<file path="src/rtl/execute_stage_if.sv">
// Decode-to-execute handshake and the execute-stage result bus.
interface execute_stage_if;
  logic        in_valid;
  logic        in_ready;
  logic        flush;
  logic [31:0] Instruction;
  logic [63:0] PC;
  logic [63:0] ReadData1;
  logic [63:0] ReadData2;
  logic [63:0] SignExtImm;
  logic        ALUSrc;
  logic [3:0]  ALUCtl;
  logic        B, BZ, BNZ, MemRead, MemWrite, MemToReg, RegWrite;

  logic [31:0] Instruction_o;
  logic [63:0] branchAddress;
  logic [63:0] Results;
  logic [63:0] Data2;
  logic        zero;
  logic        B_o, BZ_o, BNZ_o, MemRead_o, MemWrite_o, MemToReg_o, RegWrite_o;
  logic        out_valid;

  modport master (
    output in_valid, flush, Instruction, PC, ReadData1, ReadData2, SignExtImm,
           ALUSrc, ALUCtl, B, BZ, BNZ, MemRead, MemWrite, MemToReg, RegWrite,
    input  in_ready, Instruction_o, branchAddress, Results, Data2, zero,
           B_o, BZ_o, BNZ_o, MemRead_o, MemWrite_o, MemToReg_o, RegWrite_o, out_valid
  );

  modport slave (
    input  in_valid, flush, Instruction, PC, ReadData1, ReadData2, SignExtImm,
           ALUSrc, ALUCtl, B, BZ, BNZ, MemRead, MemWrite, MemToReg, RegWrite,
    output in_ready, Instruction_o, branchAddress, Results, Data2, zero,
           B_o, BZ_o, BNZ_o, MemRead_o, MemWrite_o, MemToReg_o, RegWrite_o, out_valid
  );
endinterface

</file>
<file path="src/rtl/execute_stage.sv">
// Pipeline execute stage: single-cycle ALU, branch-target adder and a
// 64-iteration shift-add multiplier that stalls the decode stage while busy.
module execute_stage (
  input  logic            clk,
  input  logic            reset_n,
  execute_stage_if.slave  ex
);
  typedef enum logic {IDLE = 1'b0, MUL_BUSY = 1'b1} state_t;

  localparam logic [3:0] ALU_AND  = 4'b0000;
  localparam logic [3:0] ALU_ORR  = 4'b0001;
  localparam logic [3:0] ALU_ADD  = 4'b0010;
  localparam logic [3:0] ALU_SUB  = 4'b0110;
  localparam logic [3:0] ALU_PASS = 4'b0111;
  localparam logic [3:0] ALU_NOR  = 4'b1100;
  localparam logic [3:0] ALU_MUL  = 4'b1000;

  state_t      r_state, w_state_next;
  logic [5:0]  r_count;
  logic [63:0] r_mcand, r_mplr, r_acc;

  // Fields of an in-flight multiply, held until its result is emitted.
  logic [31:0] r_cap_instr;
  logic [63:0] r_cap_br, r_cap_data2;
  logic [6:0]  r_cap_ctl;

  logic [31:0] r_instr_o;
  logic [63:0] r_br_o, r_results, r_data2_o;
  logic        r_zero, r_out_valid;
  logic [6:0]  r_ctl_o;

  logic [63:0] w_opb, w_alu, w_br, w_acc_next;
  logic [6:0]  w_ctl_in;
  logic        w_accept, w_is_mul, w_mul_done;

  assign w_opb      = ex.ALUSrc ? ex.SignExtImm : ex.ReadData2;
  assign w_br       = ex.PC + (ex.SignExtImm << 2);
  assign w_ctl_in   = {ex.B, ex.BZ, ex.BNZ, ex.MemRead, ex.MemWrite, ex.MemToReg, ex.RegWrite};
  assign w_is_mul   = (ex.ALUCtl == ALU_MUL);
  assign w_accept   = ex.in_valid && (r_state == IDLE) && !ex.flush;
  assign w_acc_next = r_acc + (r_mplr[0] ? r_mcand : '0);
  assign w_mul_done = (r_state == MUL_BUSY) && (r_count == 6'd63);

  always_comb begin
    w_alu = '0;
    case (ex.ALUCtl)
      ALU_AND:  w_alu = ex.ReadData1 & w_opb;
      ALU_ORR:  w_alu = ex.ReadData1 | w_opb;
      ALU_ADD:  w_alu = ex.ReadData1 + w_opb;
      ALU_SUB:  w_alu = ex.ReadData1 - w_opb;
      ALU_PASS: w_alu = w_opb;
      ALU_NOR:  w_alu = ~(ex.ReadData1 | w_opb);
      default:  w_alu = '0;
    endcase
  end

  always_comb begin
    w_state_next = r_state;
    case (r_state)
      IDLE:     if (w_accept && w_is_mul) w_state_next = MUL_BUSY;
      MUL_BUSY: if (ex.flush || w_mul_done) w_state_next = IDLE;
      default:  w_state_next = IDLE;
    endcase
  end

  always_ff @(posedge clk) begin
    if (!reset_n) r_state <= IDLE;
    else          r_state <= w_state_next;
  end

  always_ff @(posedge clk) begin
    if (!reset_n) begin
      r_count     <= '0;
      r_mcand     <= '0;
      r_mplr      <= '0;
      r_acc       <= '0;
      r_cap_instr <= '0;
      r_cap_br    <= '0;
      r_cap_data2 <= '0;
      r_cap_ctl   <= '0;
      r_instr_o   <= '0;
      r_br_o      <= '0;
      r_results   <= '0;
      r_data2_o   <= '0;
      r_zero      <= 1'b1;
      r_ctl_o     <= '0;
      r_out_valid <= 1'b0;
    end else begin
      // Every edge is a bubble unless a result is registered below.
      r_out_valid <= 1'b0;
      r_ctl_o     <= '0;
      if (ex.flush) begin
        r_count <= '0;
      end else if (w_accept) begin
        if (w_is_mul) begin
          r_count     <= '0;
          r_acc       <= '0;
          r_mcand     <= ex.ReadData1;
          r_mplr      <= w_opb;
          r_cap_instr <= ex.Instruction;
          r_cap_br    <= w_br;
          r_cap_data2 <= ex.ReadData2;
          r_cap_ctl   <= w_ctl_in;
        end else begin
          r_instr_o   <= ex.Instruction;
          r_br_o      <= w_br;
          r_results   <= w_alu;
          r_data2_o   <= ex.ReadData2;
          r_zero      <= (w_alu == '0);
          r_ctl_o     <= w_ctl_in;
          r_out_valid <= 1'b1;
        end
      end else if (r_state == MUL_BUSY) begin
        r_acc   <= w_acc_next;
        r_mcand <= r_mcand << 1;
        r_mplr  <= r_mplr >> 1;
        r_count <= r_count + 6'd1;
        if (w_mul_done) begin
          r_instr_o   <= r_cap_instr;
          r_br_o      <= r_cap_br;
          r_results   <= w_acc_next;
          r_data2_o   <= r_cap_data2;
          r_zero      <= (w_acc_next == '0);
          r_ctl_o     <= r_cap_ctl;
          r_out_valid <= 1'b1;
        end
      end
    end
  end

  assign ex.in_ready      = (r_state == IDLE);
  assign ex.Instruction_o = r_instr_o;
  assign ex.branchAddress = r_br_o;
  assign ex.Results       = r_results;
  assign ex.Data2         = r_data2_o;
  assign ex.zero          = r_zero;
  assign ex.out_valid     = r_out_valid;
  assign {ex.B_o, ex.BZ_o, ex.BNZ_o, ex.MemRead_o, ex.MemWrite_o, ex.MemToReg_o,
          ex.RegWrite_o} = r_ctl_o;
endmodule

</file>
<file path="src/flat_wrapper.sv">
// flat-port wrapper written by rule: the top's interface ports become plain ports
module execute_stage_flat 
  (clk, reset_n, ex_in_valid, ex_flush, ex_Instruction, ex_PC, ex_ReadData1, ex_ReadData2, ex_SignExtImm, ex_ALUSrc, ex_ALUCtl, ex_B, ex_BZ, ex_BNZ, ex_MemRead, ex_MemWrite, ex_MemToReg, ex_RegWrite, ex_in_ready, ex_Instruction_o, ex_branchAddress, ex_Results, ex_Data2, ex_zero, ex_B_o, ex_BZ_o, ex_BNZ_o, ex_MemRead_o, ex_MemWrite_o, ex_MemToReg_o, ex_RegWrite_o, ex_out_valid);
  execute_stage_if ex_i ();
  input  logic clk;
  input  logic reset_n;
  input wire logic [$bits(ex_i.in_valid)-1:0] ex_in_valid;
  input wire logic [$bits(ex_i.flush)-1:0] ex_flush;
  input wire logic [$bits(ex_i.Instruction)-1:0] ex_Instruction;
  input wire logic [$bits(ex_i.PC)-1:0] ex_PC;
  input wire logic [$bits(ex_i.ReadData1)-1:0] ex_ReadData1;
  input wire logic [$bits(ex_i.ReadData2)-1:0] ex_ReadData2;
  input wire logic [$bits(ex_i.SignExtImm)-1:0] ex_SignExtImm;
  input wire logic [$bits(ex_i.ALUSrc)-1:0] ex_ALUSrc;
  input wire logic [$bits(ex_i.ALUCtl)-1:0] ex_ALUCtl;
  input wire logic [$bits(ex_i.B)-1:0] ex_B;
  input wire logic [$bits(ex_i.BZ)-1:0] ex_BZ;
  input wire logic [$bits(ex_i.BNZ)-1:0] ex_BNZ;
  input wire logic [$bits(ex_i.MemRead)-1:0] ex_MemRead;
  input wire logic [$bits(ex_i.MemWrite)-1:0] ex_MemWrite;
  input wire logic [$bits(ex_i.MemToReg)-1:0] ex_MemToReg;
  input wire logic [$bits(ex_i.RegWrite)-1:0] ex_RegWrite;
  output wire logic [$bits(ex_i.in_ready)-1:0] ex_in_ready;
  output wire logic [$bits(ex_i.Instruction_o)-1:0] ex_Instruction_o;
  output wire logic [$bits(ex_i.branchAddress)-1:0] ex_branchAddress;
  output wire logic [$bits(ex_i.Results)-1:0] ex_Results;
  output wire logic [$bits(ex_i.Data2)-1:0] ex_Data2;
  output wire logic [$bits(ex_i.zero)-1:0] ex_zero;
  output wire logic [$bits(ex_i.B_o)-1:0] ex_B_o;
  output wire logic [$bits(ex_i.BZ_o)-1:0] ex_BZ_o;
  output wire logic [$bits(ex_i.BNZ_o)-1:0] ex_BNZ_o;
  output wire logic [$bits(ex_i.MemRead_o)-1:0] ex_MemRead_o;
  output wire logic [$bits(ex_i.MemWrite_o)-1:0] ex_MemWrite_o;
  output wire logic [$bits(ex_i.MemToReg_o)-1:0] ex_MemToReg_o;
  output wire logic [$bits(ex_i.RegWrite_o)-1:0] ex_RegWrite_o;
  output wire logic [$bits(ex_i.out_valid)-1:0] ex_out_valid;
  assign ex_i.in_valid = ex_in_valid;
  assign ex_i.flush = ex_flush;
  assign ex_i.Instruction = ex_Instruction;
  assign ex_i.PC = ex_PC;
  assign ex_i.ReadData1 = ex_ReadData1;
  assign ex_i.ReadData2 = ex_ReadData2;
  assign ex_i.SignExtImm = ex_SignExtImm;
  assign ex_i.ALUSrc = ex_ALUSrc;
  assign ex_i.ALUCtl = ex_ALUCtl;
  assign ex_i.B = ex_B;
  assign ex_i.BZ = ex_BZ;
  assign ex_i.BNZ = ex_BNZ;
  assign ex_i.MemRead = ex_MemRead;
  assign ex_i.MemWrite = ex_MemWrite;
  assign ex_i.MemToReg = ex_MemToReg;
  assign ex_i.RegWrite = ex_RegWrite;
  assign ex_in_ready = ex_i.in_ready;
  assign ex_Instruction_o = ex_i.Instruction_o;
  assign ex_branchAddress = ex_i.branchAddress;
  assign ex_Results = ex_i.Results;
  assign ex_Data2 = ex_i.Data2;
  assign ex_zero = ex_i.zero;
  assign ex_B_o = ex_i.B_o;
  assign ex_BZ_o = ex_i.BZ_o;
  assign ex_BNZ_o = ex_i.BNZ_o;
  assign ex_MemRead_o = ex_i.MemRead_o;
  assign ex_MemWrite_o = ex_i.MemWrite_o;
  assign ex_MemToReg_o = ex_i.MemToReg_o;
  assign ex_RegWrite_o = ex_i.RegWrite_o;
  assign ex_out_valid = ex_i.out_valid;
  execute_stage u_core (.clk(clk), .reset_n(reset_n), .ex(ex_i));
endmodule
</file>
<file path="config.mk">
export PLATFORM = sky130hd
export DESIGN_NAME = execute_stage_flat
export DESIGN_NICKNAME = d
export VERILOG_FILES = /design/src/rtl/execute_stage_if.sv /design/src/rtl/execute_stage.sv /design/src/flat_wrapper.sv
export SDC_FILE = /design/constraint.sdc
export NUM_CORES = 2
export LEC_CHECK = 0
export ABC_AREA = 0
export BUFFER_PORTS_ARGS = -buffer_cell sky130_fd_sc_hd__buf_2
export CAP_MARGIN = 40
export CORE_MARGIN = 3
export CORE_UTILIZATION = 35
export DETAILED_ROUTE_END_ITERATION = 10
export GPL_ROUTABILITY_DRIVEN = 0
export RECOVER_POWER = 50
export SYNTH_ARGS = -nofsm -noshare
export SYNTH_HDL_FRONTEND = slang
export SYNTH_SLANG_ARGS = --single-unit
</file>
<file path="constraint.sdc">
create_clock -name clk -period 5.85 [get_ports clk]
set_input_delay 0 -clock clk [delete_from_list [all_inputs] [get_ports clk]]
set_output_delay 0 -clock clk [all_outputs]
set_load 0.005 [all_outputs]
</file>
* Yosys cells after proc, flatten, opt, wreduce, memory -nomap -nowiden
Cells that the tools add are included.
** Word-level totals
- Register bits after elaboration :: 599
- Bits of input ports :: 304
- Output and inout port bits :: 234
** Cells by class
- $add $sub $neg :: 5
- Equal/unequal tests :: 9
- Muxes and demuxes :: 46
- Bitwise gates (word level) :: 6
- Reductions and logical operators :: 16
** Operators with widths (number)
- $mux 64 :: 23
- $pmux 64 s6 :: 1
- $add 64x64->64 :: 3
- $logic_not 64->1 :: 2
- $mux 32 :: 4
- $and 64x64->64 :: 1
- $not 64->64 :: 1
- $or 64x64->64 :: 1
- $sub 64x64->64 :: 1
- $mux 7 :: 4
- $mux 6 :: 3
- $mux 1 :: 10
- $eq 4x3->1 const B :: 2
- $eq 4x4->1 const B :: 2
- $add 6x1->6 const B :: 1
- $eq 6x6->1 const B :: 1
- $reduce_and 3->1 :: 2
- $eq 4x1->1 const B :: 1
- $eq 4x2->1 const B :: 1
- $logic_and 1x1->1 :: 4
- $logic_not 4->1 :: 1
- $ne 2x2->1 const B :: 2
- $reduce_and 4->1 :: 1
- $reduce_bool 2->1 :: 2
- 6 further kinds :: 8

* Depth between registers and ports, before layout
- Word-level depth :: 7
- Gate-level depth with buffers :: 33
- Depth with buffers taken out :: 27

* Worst setup path after synthesis
Ideal clock, no wire load.
- Path type :: input to register
- From :: in ex_ALUCtl[2]
- To :: reg u_core.r_zero (netlist: u_core.ex.zero)
- Arrival :: 6.423 ns
- Data required time :: 5.776 ns
- Slack :: -0.647 ns
- Stages on the path :: 25
- Buffers on the path :: 8
- Cells stage by stage :: clkbuf_1 -> clkbuf_1 -> clkbuf_1 -> buf_1 -> buf_1 -> clkbuf_1 -> and3_1 -> clkbuf_1 -> buf_1 -> nor2_1 -> xnor2_1 -> ha_1 -> a21oi_1 -> o21ai_1 -> a211oi_1 -> o211ai_1 -> a311oi_1 -> inv_1 -> or4_1 -> or4_1 -> or4_1 -> nor4_1 -> nand4_1 -> or4_1 -> a31oi_1
** On the way
- Longest elaborated chain between the ends :: 5
** Ends and longest elaborated chain
- start: declaration :: RTL line flat_wrapper.sv:15 : input wire logic [$bits(ex_i.ALUCtl)-1:0] ex_ALUCtl;
- $eq 4x4->1 (tied with other cells) :: RTL line execute_stage.sv:46 : case (ex.ALUCtl)
- $pmux 64 s6 :: RTL line execute_stage.sv:46
- $logic_not 64->1 :: RTL line execute_stage.sv:109 : r_zero <= (w_alu == '0);
- $mux 1 :: RTL line execute_stage.sv:95 : if (w_is_mul) begin
- $mux 1 :: RTL line execute_stage.sv:94 : end else if (w_accept) begin
- end signal: assignment :: RTL line execute_stage.sv:109
- end signal: assignment :: RTL line execute_stage.sv:123 : r_zero <= (w_acc_next == '0);
- end: declaration :: RTL line execute_stage.sv:29 : logic r_zero, r_out_valid;
Parallel ways exist; a longest one is shown, timed or not. The select of a mux whose other input is x is not followed.
A chain may end at the register's enable or synchronous reset.

* Worst setup path in the final report
- From :: in ex_ALUSrc
- To :: reg u_core.r_zero (netlist: u_core.ex.zero)
** On the way
- Longest elaborated chain between the ends :: 7
** Ends and longest elaborated chain
- start: declaration :: RTL line flat_wrapper.sv:14 : input wire logic [$bits(ex_i.ALUSrc)-1:0] ex_ALUSrc;
- $mux 64 (*) :: RTL line execute_stage.sv:36 : assign w_opb = ex.ALUSrc ? ex.SignExtImm : ex.ReadData2;
- branches (longest 2 deep; another with $sub 64x64->64)
- $pmux 64 s6 (*) :: RTL line execute_stage.sv:46
- $logic_not 64->1 (*) :: RTL line execute_stage.sv:109
- $mux 1 (*) :: RTL line execute_stage.sv:95
- $mux 1 (*) :: RTL line execute_stage.sv:94
Mark *: on every way between the ends. The select of a mux whose other input is x is not followed.

==> impl_results.rst <==
.. list-table::
   :header-rows: 1

   * - Metric
     - Value
   * - Pin count of the biggest net entering global routing
     - 189
   * - Area of the die
     - 120,000 um2
   * - DR vias/cell
     - 5.76
   * - Number of antenna violations at the first check in global routing
     - 21
   * - Number of clock buffers inserted by TritonCTS
     - 72
   * - Final-stage net count
     - 7,029
   * - Pwr per Cell Area
     - 232 nW/um2
   * - Drt wl/cell
     - 22.6 um
   * - Worst skew pair latency
     - 0.67 ns
   * - Starting Density
     - 35.3%
   * - Number of standard-cell rows in the floorplan
     - 124
   * - Largest vdd supply drop
     - 0.293 mV
   * - Wire length of the first global-routing pass
     - 272,000 um
   * - Share of layout cells above drive strength 1
     - 16.0%
   * - Maximum Capacitance Violations
     - 4
   * - Final instance area
     - 52,500 um2
   * - Total length of routed wires
     - 183,000 um
   * - Number of fillers in the final layout
     - 11,577
   * - Worst relative slew slack
     - -142%
   * - Remaining number of nets flagged by the antenna check after routing
     - 0
   * - Average size of a mapped cell
     - 7.27 um2
   * - Worst setup path category
     - input port to register
   * - Gate Count Post-Synth
     - 5,575
   * - TritonCTS clock tree
     - built
   * - Critical Path Max Stage Delay
     - 0.58 ns
   * - Status
     - finished, violations left
   * - Leakage power of the design
     - 20.7 nW
   * - Warning count from the yosys run
     - 0
   * - Overall overflow remaining after global route
     - 0
   * - Post-synthesis instance area
     - 40,500 um2
   * - Placeable Area
     - 115,000 um2
   * - Via count of the first global-routing pass
     - 43,417
   * - Worst setup margin
     - 0.141 ns
   * - Post-placement cell count
     - 7,716
   * - Dominant cells by area after synthesis
     - dfxtp_1, nand2_1, a21oi_1
   * - Bufs on Longest Clock Path
     - 3
   * - Setup slack after placement
     - -0.472 ns
   * - Total Routing Usage GR
     - 29.0%
   * - Slowest stage cell, crit path
     - or4_4
   * - Number of hold violations in the final report
     - 0
   * - Count of endpoints failing setup in the final report
     - 0
   * - Worst-margin pin slew
     - 3.63 ns
   * - Cell-by-cell trace of the critical path
     - buf_4, buf_4, or4b_1, a222oi_1, buf_4, nand4_1, or3_4, o21ai_0, xnor2_1, ha_1, a21o_1, a21o_1, a21oi_2, o21a_1, o221a_2, o211ai_1, or4_1, or4_4, nor4_2, nand4_1, or4_1, a31oi_1
   * - Leading register cell type out of synthesis
     - dfxtp_1
   * - Clock H-tree levels
     - 3
   * - Critical Path Start Type
     - input port
   * - CP bufs+invs
     - 3
   * - Horiz. Die Dim
     - 346 um
   * - Cell variety after synth
     - 89
   * - Class of the tightest hold or removal check
     - input port to register
   * - Final cell utilization of the core
     - 45.8%
   * - Final critical-path required period
     - 5.71 ns
   * - Iter 0 DRT Violations
     - 4,775
   * - Crit path DAT
     - 6.29 ns
   * - Clock-pin slew on the worst setup and hold paths
     - 0.06 ns
   * - Count of pins on the block boundary
     - 538
   * - Async set or reset register ratio after synthesis
     - 0%
   * - Vias post-DR
     - 46,760
   * - Length of the first detailed-routing pass in iterations
     - 8
   * - # clock sinks
     - 599
   * - CP Max Fanout
     - 11
   * - Y dimension of the die
     - 346 um
   * - Cell type with the highest occurrence count on the critical path
     - buf_4
   * - Placed inst area
     - 47,700 um2
   * - Fin crit share
     - 97.6%
   * - Failing checks
     - capacitance limit, slew limit
   * - Detailed-placement wirelength estimate
     - 139,000 um
   * - Layout overhead on the synthesized area
     - 29.5%
   * - Flop and latch count out of synthesis
     - 599
   * - Critical Path RT
     - 6.43 ns
   * - Final Slew Violations
     - 454
   * - Register area share after synthesis
     - 29.6%
   * - Layout Cells excl Fill
     - 8,118
   * - Cell type with the largest total area after synthesis
     - dfxtp_1
   * - Post-Synthesis Net Count
     - 6,073
   * - Count of flip-flops with a built-in enable after synthesis
     - 0
   * - Upper clock frequency limit
     - 0.175 GHz
   * - Kind of end point of the critical path
     - register
   * - Top-area cell type share of the netlist area
     - 29.6%
   * - Remaining design rule violation count
     - 0
   * - IO buf count
     - 537
   * - Worst path top cell family by delay
     - simple AND/OR/NAND/NOR gates
   * - Clock Skew
     - 0.0556 ns
   * - Clock Root Buffer
     - clkbuf_16
==> worst register-to-register path, cell delays in order (launching register included) <==
cell and delay, ns:
dfxtp_1 0.39, nor2_1 0.18, nand2_1 0.24, clkbuf_1 0.72
nor3_2 0.60, clkbuf_4 1.62, nand4_1 0.30, dlygate4sd3_1 0.65
a31oi_1 0.18, dlygate4sd3_1 0.61
==> path summary, 6_finish.rpt <==
| kind | from | end | slack [ns] | depth (start not counted) |
|---|---|---|---|---|
| worst max register to register | u_core.r_state | u_core.r_cap_br[58] | 0.30 | 9 |
| worst max-delay path | ex_ALUSrc | u_core.ex.zero | 0.14 | 22 |
| worst min-delay path | ex_SignExtImm[52] | u_core.r_mplr[52] | 0.03 | 6 |
| worst min register to register | u_core.ex.Results[29] | u_core.ex.Results[29] | 0.45 | 2 |
==> cells in the final DEF (no fill, tap or decap), types with 90 or more instances in the layout <==
master | Yosys | final
inv_1 | 100 | 100
a311oi_1 | 191 | 191
buf_2 | 7 | 342
a21o_1 | 103 | 103
nor2_1 | 583 | 579
nand3_1 | 90 | 90
a22oi_1 | 91 | 90
buf_4 | 3 | 487
a21oi_1 | 538 | 535
dlygate4sd3_1 | 0 | 250
nand2_1 | 1070 | 1070
o21ai_0 | 264 | 260
xnor2_1 | 138 | 138
clkbuf_1 | 376 | 212
dfxtp_1 | 599 | 599
ha_1 | 191 | 191
o211ai_1 | 138 | 138
==> logic make-up (layout without fill, tap and decap cells) <==
kind of cell,after synthesis,count (layout),synth area share (%)
simple gates,2194,2194,23.5
compound gates,1699,1699,27.3
flops,599,599,29.6
buf+inv,513,1526,4.87
fa+ha+maj,255,255,7.56
xor+xnor,223,223,4.82
mux,92,92,2.37
other cells,0,18,0
==> flip-flops by register name (all words and copies together) (netlist names) <==
signal	flops
u_core.r_state	1
u_core.ex.out_valid	1
u_core.ex.zero	1
u_core.r_acc	64
u_core.ex.branchAddress	64
u_core.ex.Instruction_o	32
u_core.r_cap_data2	64
u_core.r_cap_instr	32
u_core.ex.Data2	64
u_core.r_count	6
u_core.r_ctl_o	7
u_core.r_mcand	64
u_core.r_cap_ctl	7
u_core.ex.Results	64
u_core.r_mplr	64
u_core.r_cap_br	64
==> power by group <==
part	internal [mW]	switching, mW
clock network	2.70	2.01
logic	1.32	1.89
registers	4.20	0.0735
total	8.22	3.97
==> synthesized netlist by cell type (all sizes together), types with 35 or more instances <==
master  instances
dfxtp         599
a22oi          91
a311oi        191
xor2           85
buf            36
nand3          90
clkbuf        376
a211oi         48
nand4          62
ha            191
a31oi          52
o21ai         270
o22ai          38
o211ai        138
a21o          103
and3           35
and2           86
o21bai         51
maj3           61
xnor2         138
mux2i          74
nor3           92
inv           101
nor2          583
nand2        1070
a21oi         538
==> routing by layer <==
metal	part of all wire [%]	GRT usage [%]
met1	42	38.5
met2	43	44.5
met3	9.3	6.27
met4	5.4	14.2
met5	0.028	0
==> layout make-up <==
class,count,area (um2),share of cell area (%)
diodes,18,45.0,0.0858
clock buffers,100,2040,3.88
clock inverters,31,410,0.782
inverters,101,387,0.737
multi-input cells,4463,26800,51.0
flip-flops and latches,599,12000,22.8
well taps,1512,1890,3.60
repair buffers,1294,8960,17.1
==> stage by stage <==
stage	setup TNS, ns	hold WS (ns)	power [mW]
after detailed placement	-0.492	0.259	7.35
after global placement	-0.473	0.252	7.31
final	0	0.0284	12.2
after floorplan	0	0.136	5.98
after CTS	0	0.000595	12.2
after global routing	-0.0294	0.0633	12.6
==> repair_timing <==
action | CTS | global route
hold buffers | 250 | 0
hold endpoints to repair | 362 | 0
setup endpoints to repair | 0 | 1
setup buffers | 0 | 2
gates resized for setup | 0 | 18
No activity file was read; power rests on OpenSTA's default activity.
